### src/rtl/muldiv_ctrl.sv
// muldiv_ctrl: multi-cycle HI/LO unit for the EX stage.
// Runs MULT/MULTU through a fixed-latency multiplier (MULT_LAT cycles) and
// DIV/DIVU through a 32-step restoring divider, stalling the pipeline while
// busy and pulsing `done` for one cycle when {hi, lo} should be written.
// Optional feature: define MULDIV_EARLY_OUT_EN to let divides with |a| < |b|
// skip the iteration loop entirely.
module muldiv_ctrl #(
    parameter int MULT_LAT = 2
) (
    input  logic        clk,
    input  logic        resetn,
    input  logic        start,
    input  logic [7:0]  aluop,
    input  logic [31:0] src_a,
    input  logic [31:0] src_b,
    input  logic        flush,
    output logic        stall,
    output logic        done,
    output logic [31:0] hi,
    output logic [31:0] lo
);

    // ALU op encodings for the four ops this unit acts on
    localparam logic [7:0] ALUOP_MULT  = 8'h18;
    localparam logic [7:0] ALUOP_MULTU = 8'h19;
    localparam logic [7:0] ALUOP_DIV   = 8'h1A;
    localparam logic [7:0] ALUOP_DIVU  = 8'h1B;

    localparam logic [2:0] MUL_CNT_INIT = 3'(MULT_LAT - 1);

    typedef enum logic [2:0] {
        S_IDLE,
        S_MUL,
        S_DIV,
        S_SIGN,
        S_DONE
    } state_t;

    state_t      state_reg;
    logic [2:0]  mul_cnt_reg;
    logic [5:0]  div_cnt_reg;
    logic [31:0] op_a_reg;      // raw rs, also the divide-by-zero hi value
    logic [31:0] op_b_reg;      // raw rt, multiplier operand
    logic        sign_a_reg;    // rs negative and op is signed
    logic        sign_b_reg;    // rt negative and op is signed
    logic [31:0] dvsr_reg;      // divisor magnitude
    logic [63:0] rq_reg;        // {partial remainder, quotient}
    logic        done_reg;
    logic [31:0] hi_reg;
    logic [31:0] lo_reg;

    // Op decode and operand magnitudes
    logic        is_mul;
    logic        is_div;
    logic        is_signed;
    logic [31:0] mag_a;
    logic [31:0] mag_b;
    logic        early_out;

    assign is_mul    = (aluop == ALUOP_MULT) || (aluop == ALUOP_MULTU);
    assign is_div    = (aluop == ALUOP_DIV)  || (aluop == ALUOP_DIVU);
    assign is_signed = (aluop == ALUOP_MULT) || (aluop == ALUOP_DIV);
    assign mag_a     = (is_signed && src_a[31]) ? (~src_a + 32'd1) : src_a;
    assign mag_b     = (is_signed && src_b[31]) ? (~src_b + 32'd1) : src_b;

`ifdef MULDIV_EARLY_OUT_EN
    // Dividend smaller than divisor: quotient is 0 and remainder is |a|
    assign early_out = (mag_b != 32'd0) && (mag_a < mag_b);
`else
    assign early_out = 1'b0;
`endif

    // Multiplier: sign-extend to 64 bits so one multiply serves both flavours
    logic [63:0] ext_a;
    logic [63:0] ext_b;
    logic [63:0] prod;

    assign ext_a = {{32{sign_a_reg}}, op_a_reg};
    assign ext_b = {{32{sign_b_reg}}, op_b_reg};
    assign prod  = ext_a * ext_b;

    // One restoring divide step: shift, trial-subtract, keep on no borrow
    logic [63:0] shifted;
    logic [32:0] diff;
    logic [63:0] div_step;

    assign shifted  = {rq_reg[62:0], 1'b0};
    assign diff     = {1'b0, shifted[63:32]} - {1'b0, dvsr_reg};
    assign div_step = diff[32] ? shifted : {diff[31:0], shifted[31:1], 1'b1};

    // Sign fix-up and divide-by-zero override applied in SIGN
    logic [31:0] quo;
    logic [31:0] rem;
    logic [31:0] res_hi;
    logic [31:0] res_lo;

    assign quo    = rq_reg[31:0];
    assign rem    = rq_reg[63:32];
    assign res_lo = (dvsr_reg == 32'd0) ? 32'hFFFF_FFFF :
                    ((sign_a_reg ^ sign_b_reg) ? (~quo + 32'd1) : quo);
    assign res_hi = (dvsr_reg == 32'd0) ? op_a_reg :
                    (sign_a_reg ? (~rem + 32'd1) : rem);

    // Sequencer: state, counters, operand latches and registered results
    always_ff @(posedge clk or negedge resetn) begin
        if (!resetn) begin
            state_reg   <= S_IDLE;
            mul_cnt_reg <= 3'd0;
            div_cnt_reg <= 6'd0;
            op_a_reg    <= 32'd0;
            op_b_reg    <= 32'd0;
            sign_a_reg  <= 1'b0;
            sign_b_reg  <= 1'b0;
            dvsr_reg    <= 32'd0;
            rq_reg      <= 64'd0;
            done_reg    <= 1'b0;
            hi_reg      <= 32'd0;
            lo_reg      <= 32'd0;
        end else begin
            done_reg <= 1'b0;
            if (flush) begin
                state_reg <= S_IDLE;
            end else begin
                case (state_reg)
                    S_IDLE: begin
                        if (start && is_mul) begin
                            op_a_reg    <= src_a;
                            op_b_reg    <= src_b;
                            sign_a_reg  <= is_signed & src_a[31];
                            sign_b_reg  <= is_signed & src_b[31];
                            mul_cnt_reg <= MUL_CNT_INIT;
                            state_reg   <= S_MUL;
                        end else if (start && is_div) begin
                            op_a_reg    <= src_a;
                            sign_a_reg  <= is_signed & src_a[31];
                            sign_b_reg  <= is_signed & src_b[31];
                            dvsr_reg    <= mag_b;
                            div_cnt_reg <= 6'd0;
                            if (early_out) begin
                                rq_reg    <= {mag_a, 32'd0};
                                state_reg <= S_SIGN;
                            end else begin
                                rq_reg    <= {32'd0, mag_a};
                                state_reg <= S_DIV;
                            end
                        end
                    end
                    S_MUL: begin
                        if (mul_cnt_reg == 3'd0) begin
                            hi_reg    <= prod[63:32];
                            lo_reg    <= prod[31:0];
                            done_reg  <= 1'b1;
                            state_reg <= S_DONE;
                        end else begin
                            mul_cnt_reg <= mul_cnt_reg - 3'd1;
                        end
                    end
                    S_DIV: begin
                        rq_reg      <= div_step;
                        div_cnt_reg <= div_cnt_reg + 6'd1;
                        if (div_cnt_reg == 6'd31) begin
                            state_reg <= S_SIGN;
                        end
                    end
                    S_SIGN: begin
                        hi_reg    <= res_hi;
                        lo_reg    <= res_lo;
                        done_reg  <= 1'b1;
                        state_reg <= S_DONE;
                    end
                    S_DONE: begin
                        state_reg <= S_IDLE;
                    end
                    default: begin
                        state_reg <= S_IDLE;
                    end
                endcase
            end
        end
    end

    // Freeze request: combinational on start in IDLE so EX holds at once
    assign stall = resetn &
                   (((state_reg == S_IDLE) && start && (is_mul || is_div)) ||
                    (state_reg == S_MUL) || (state_reg == S_DIV) ||
                    (state_reg == S_SIGN));

    assign done = done_reg;
    assign hi   = hi_reg;
    assign lo   = lo_reg;

endmodule

### config.mk
export PLATFORM = sky130hd
export DESIGN_NAME = muldiv_ctrl
export DESIGN_NICKNAME = d
export VERILOG_FILES = /design/src/rtl/muldiv_ctrl.sv
export SDC_FILE = /design/constraint.sdc
export NUM_CORES = 2
export LEC_CHECK = 0
export CORE_UTILIZATION = 45
export CTS_CLUSTER_SIZE = 16
export DETAILED_ROUTE_END_ITERATION = 10
export PLACE_DENSITY_LB_ADDON = 0.3
export SYNTH_ARGS = -nofsm -noshare
export SYNTH_HDL_FRONTEND = slang
export SYNTH_SLANG_ARGS = --single-unit
### constraint.sdc
create_clock -name clk -period 19.09 [get_ports clk]
set_input_delay 3.818 -clock clk [delete_from_list [all_inputs] [get_ports clk]]
set_output_delay 3.818 -clock clk [all_outputs]
set_load 0.1 [all_outputs]
==> results.sh <==
export IMPL_status="finished, final reports clean"
export IMPL_hold_violations=0
export IMPL_grt_overflow=0
export IMPL_slew_headroom_pct=24.52
export IMPL_async_reset_ff_share_pct=100.0
export IMPL_synth_area_um2=52540
export IMPL_cp_required_ns=15.27
export IMPL_grt_max_degree=105
export IMPL_dieArea_um2=118100
export IMPL_period_needed_ns=10.51
export IMPL_ctsHtreeMaxLevel=1
export IMPL_avgViaCountPerCell=5.471
export IMPL_num_io_pins=142
export IMPL_postSynthCellCount=5802
export IMPL_hp_class="flop to flop"
export IMPL_portBuffers=141
export IMPL_final_common_cell="inv_1"
export IMPL_die_height_um=343.7
export IMPL_ff2ff_setup_slack_ns=10.00
export IMPL_pwr_density_cell_nw_per_um2=34.21
export IMPL_period_share_pct=55.03
export IMPL_antenna_found_initial=9
export IMPL_pwr_share_comb_pct=41.4
export IMPL_cts_setup_buffers=0
export IMPL_worstReg2RegEnd="hi[29]$_DFFE_PN0P_"
export IMPL_ys_ff_latch=239
export IMPL_globalplace_congestion=0.9350
export IMPL_final_area_um2=56040
export IMPL_cp_end_kind="primary output"
export IMPL_dp_hpwl_um=114000
export IMPL_swShare_pct=41.97
export IMPL_clkLatencyLatePin_ns=0.56
export IMPL_initial_utilization_pct=45.64
export IMPL_postRouteAntennaNets=0
export IMPL_switching_power_uw=804.4
export IMPL_max_freq_ghz=0.09519
export IMPL_yosysUniqueCellTypes=75
export IMPL_vias=39680
export IMPL_yosysWarningCount=0
export IMPL_internal_power_uw=1112
export IMPL_fillCellCount=10980
export IMPL_power_total_uw=1917
export IMPL_synth_top_area_cell="fa_1"
export IMPL_yosys_most_used_dff="dfrtp_1"
export IMPL_fp_dieW_um=343.7
export IMPL_reg2reg_from="op_a_reg[4]$_DFFE_PN0P_"
export IMPL_final_cell_mix="inv_1, fa_1, nand2_1, and2_1, ha_1"
export IMPL_cts_hold_buf=0
export IMPL_wl_per_cell_um=20.44
export IMPL_critPathMaxFanout=6
export IMPL_setup_viol=0
export IMPL_fin_skew_ns=0.02614
export IMPL_largest_register_ffs=64
export IMPL_drv_slew=0
export IMPL_yosys_top_cells_area="fa_1, dfrtp_1, inv_1"
export IMPL_synth_fp_nets=7255
export IMPL_setup_tns_ns=0
export IMPL_syn_avg_cell_area_um2=9.056
export IMPL_area_growth_syn_to_layout_pct=6.646
export IMPL_min_path_cells=2
export IMPL_drt_iter0_markers=3093
export IMPL_clk_path_buf_depth=3
export IMPL_drt_wl_total_um=148200
export IMPL_path_class="input pin to primary output"
export IMPL_synth_top_area_share_pct=42.90
export IMPL_rsz0062_at_grt="false"
export IMPL_rows=124
export IMPL_cp_startpoint="aluop[7]"
export IMPL_critPathLaunchType="input pin"
export IMPL_nets=7173
export IMPL_seq_power_share_pct=33.2
export IMPL_worst_pin_slew_ns=1.129
export IMPL_path_clk_slew_ns=0.06
export IMPL_final_layout_size_suffix_gt1_share_pct=3.782
export IMPL_cts_sinks=239
export IMPL_grt_util_all_layers_pct=26.12
export IMPL_post_dp_cell_area_um2=55240
export IMPL_dr_pass1_iters=5
export IMPL_grt_first_pass_wirelength_um=239200
export IMPL_grt_pass1_vias=42290
export IMPL_pwr_share_clk_pct=25.5
export IMPL_drv_cap=0
export IMPL_cts_buffers_inserted=23
export IMPL_r2r_cells=24
export IMPL_arrival_ns=6.69
export IMPL_vdd_drop_max_uv=55.50
export IMPL_tritoncts="built"
export IMPL_coreArea_um2=115100
export IMPL_synth_edff_count=0
export IMPL_cts_resized=0
export IMPL_route_detailed_drc=0
export IMPL_endpoint="stall"
export IMPL_power_leakage_uw=0.02843
export IMPL_clk_root_buffer_cell="clkbuf_16"
export IMPL_ys_seq_area_share_pct=11.38
worst max-delay path, cell delays in order:
cell and delay [ns]:
clkdlybuf4s50_1 0.40, or4b_1 0.51, nor3b_1 0.36, nand2_1 0.26
a21oi_1 0.18, clkdlybuf4s50_1 1.15
cells by family after synthesis:
kind of cell             Yosys count  share of synthesized area (%)
flip-flops                       239                          11.38
adder cells (fa/ha/maj)         1377                          48.88
AO/OA/AOI/OAI                    705                          8.156
AND/OR/NAND/NOR                 1695                          15.73
multiplexers                      63                          1.338
buffers and inverters           1498                          10.76
XOR/XNOR                         225                          3.751
final cells by class:
| cell class | instances | area [µm²] | share of cell area, % |
|---|---|---|---|
| flip-flops and latches | 239 | 6001 | 10.71 |
| clock inverters | 9 | 95.09 | 0.1697 |
| well taps | 1512 | 1892 | 3.376 |
| repair buffers | 222 | 2024 | 3.613 |
| clock buffers | 33 | 693.2 | 1.237 |
| diodes | 4 | 10.01 | 0.01786 |
| multi-input cells | 4065 | 40930 | 73.05 |
| inverters | 1169 | 4388 | 7.831 |
metal layers:
metal / part of all wire (%) / up-vias / track usage (%)
li1: - / 17320 / -
met4: 3.9 / 6 / 8.722
met5: 0.024 / - / 0
met3: 6.6 / 348 / 3.454
met2: 50 / 1424 / 45.61
met1: 39 / 20580 / 33.35
stage by stage:
step | worst slack [ns] | utilization (%) | std cells | hold WS [ns]
finish | 8.584 | 48.68 | 7253 | 0.4795
CTS | 8.579 | 48.67 | 7249 | 0.4878
floorplan | 9.039 | - | 5802 | 0.4485
detailed placement | 8.593 | 47.98 | 7207 | 0.4710
global route | 8.481 | 48.67 | 7249 | 0.5202
global placement | 8.513 | 47.98 | 7207 | 0.4665
how the worst min path moves through the flow:
stage	start	to	slack, ns
3_5_place_dp	lo[13]$_DFFE_PN0P_	lo[13]$_DFFE_PN0P_	0.47
5_1_grt	lo[8]$_DFFE_PN0P_	lo[8]$_DFFE_PN0P_	0.52
4_1_cts	lo[28]$_DFFE_PN0P_	lo[28]$_DFFE_PN0P_	0.49
2_1_floorplan	mul_cnt_reg[1]$_DFFE_PN0P_	mul_cnt_reg[1]$_DFFE_PN0P_	0.45
3_3_place_gp	lo[18]$_DFFE_PN0P_	lo[18]$_DFFE_PN0P_	0.47
6_report	lo[28]$_DFFE_PN0P_	lo[28]$_DFFE_PN0P_	0.48
cells in the mapped netlist, drive strengths merged (16+ instances only):
| cell type | n |
|---|---|
| a211oi | 35 |
| a21o | 51 |
| a21oi | 201 |
| and2 | 548 |
| and3 | 16 |
| buf | 24 |
| clkbuf | 305 |
| dfrtp | 239 |
| fa | 1126 |
| ha | 251 |
| inv | 1169 |
| mux2 | 58 |
| nand2 | 758 |
| nand2b | 28 |
| nand3 | 24 |
| nand4 | 18 |
| nor2 | 164 |
| nor2b | 32 |
| nor3 | 35 |
| nor4 | 20 |
| o21ai | 233 |
| o22ai | 31 |
| o31ai | 27 |
| or3 | 17 |
| xnor2 | 111 |
| xor2 | 114 |
power by group through the flow:
| stage | logic (µW) | clock network [µW] | registers (µW) |
|---|---|---|---|
| 2_1_floorplan | 541 | 0 | 610 |
| 3_3_place_gp | 774 | 0 | 641 |
| 3_5_place_dp | 784 | 0 | 643 |
| 4_1_cts | 789 | 495 | 633 |
| 5_1_grt | 874 | 513 | 642 |
| 6_report | 793 | 488 | 636 |
(Power assumes the default switching activity.)
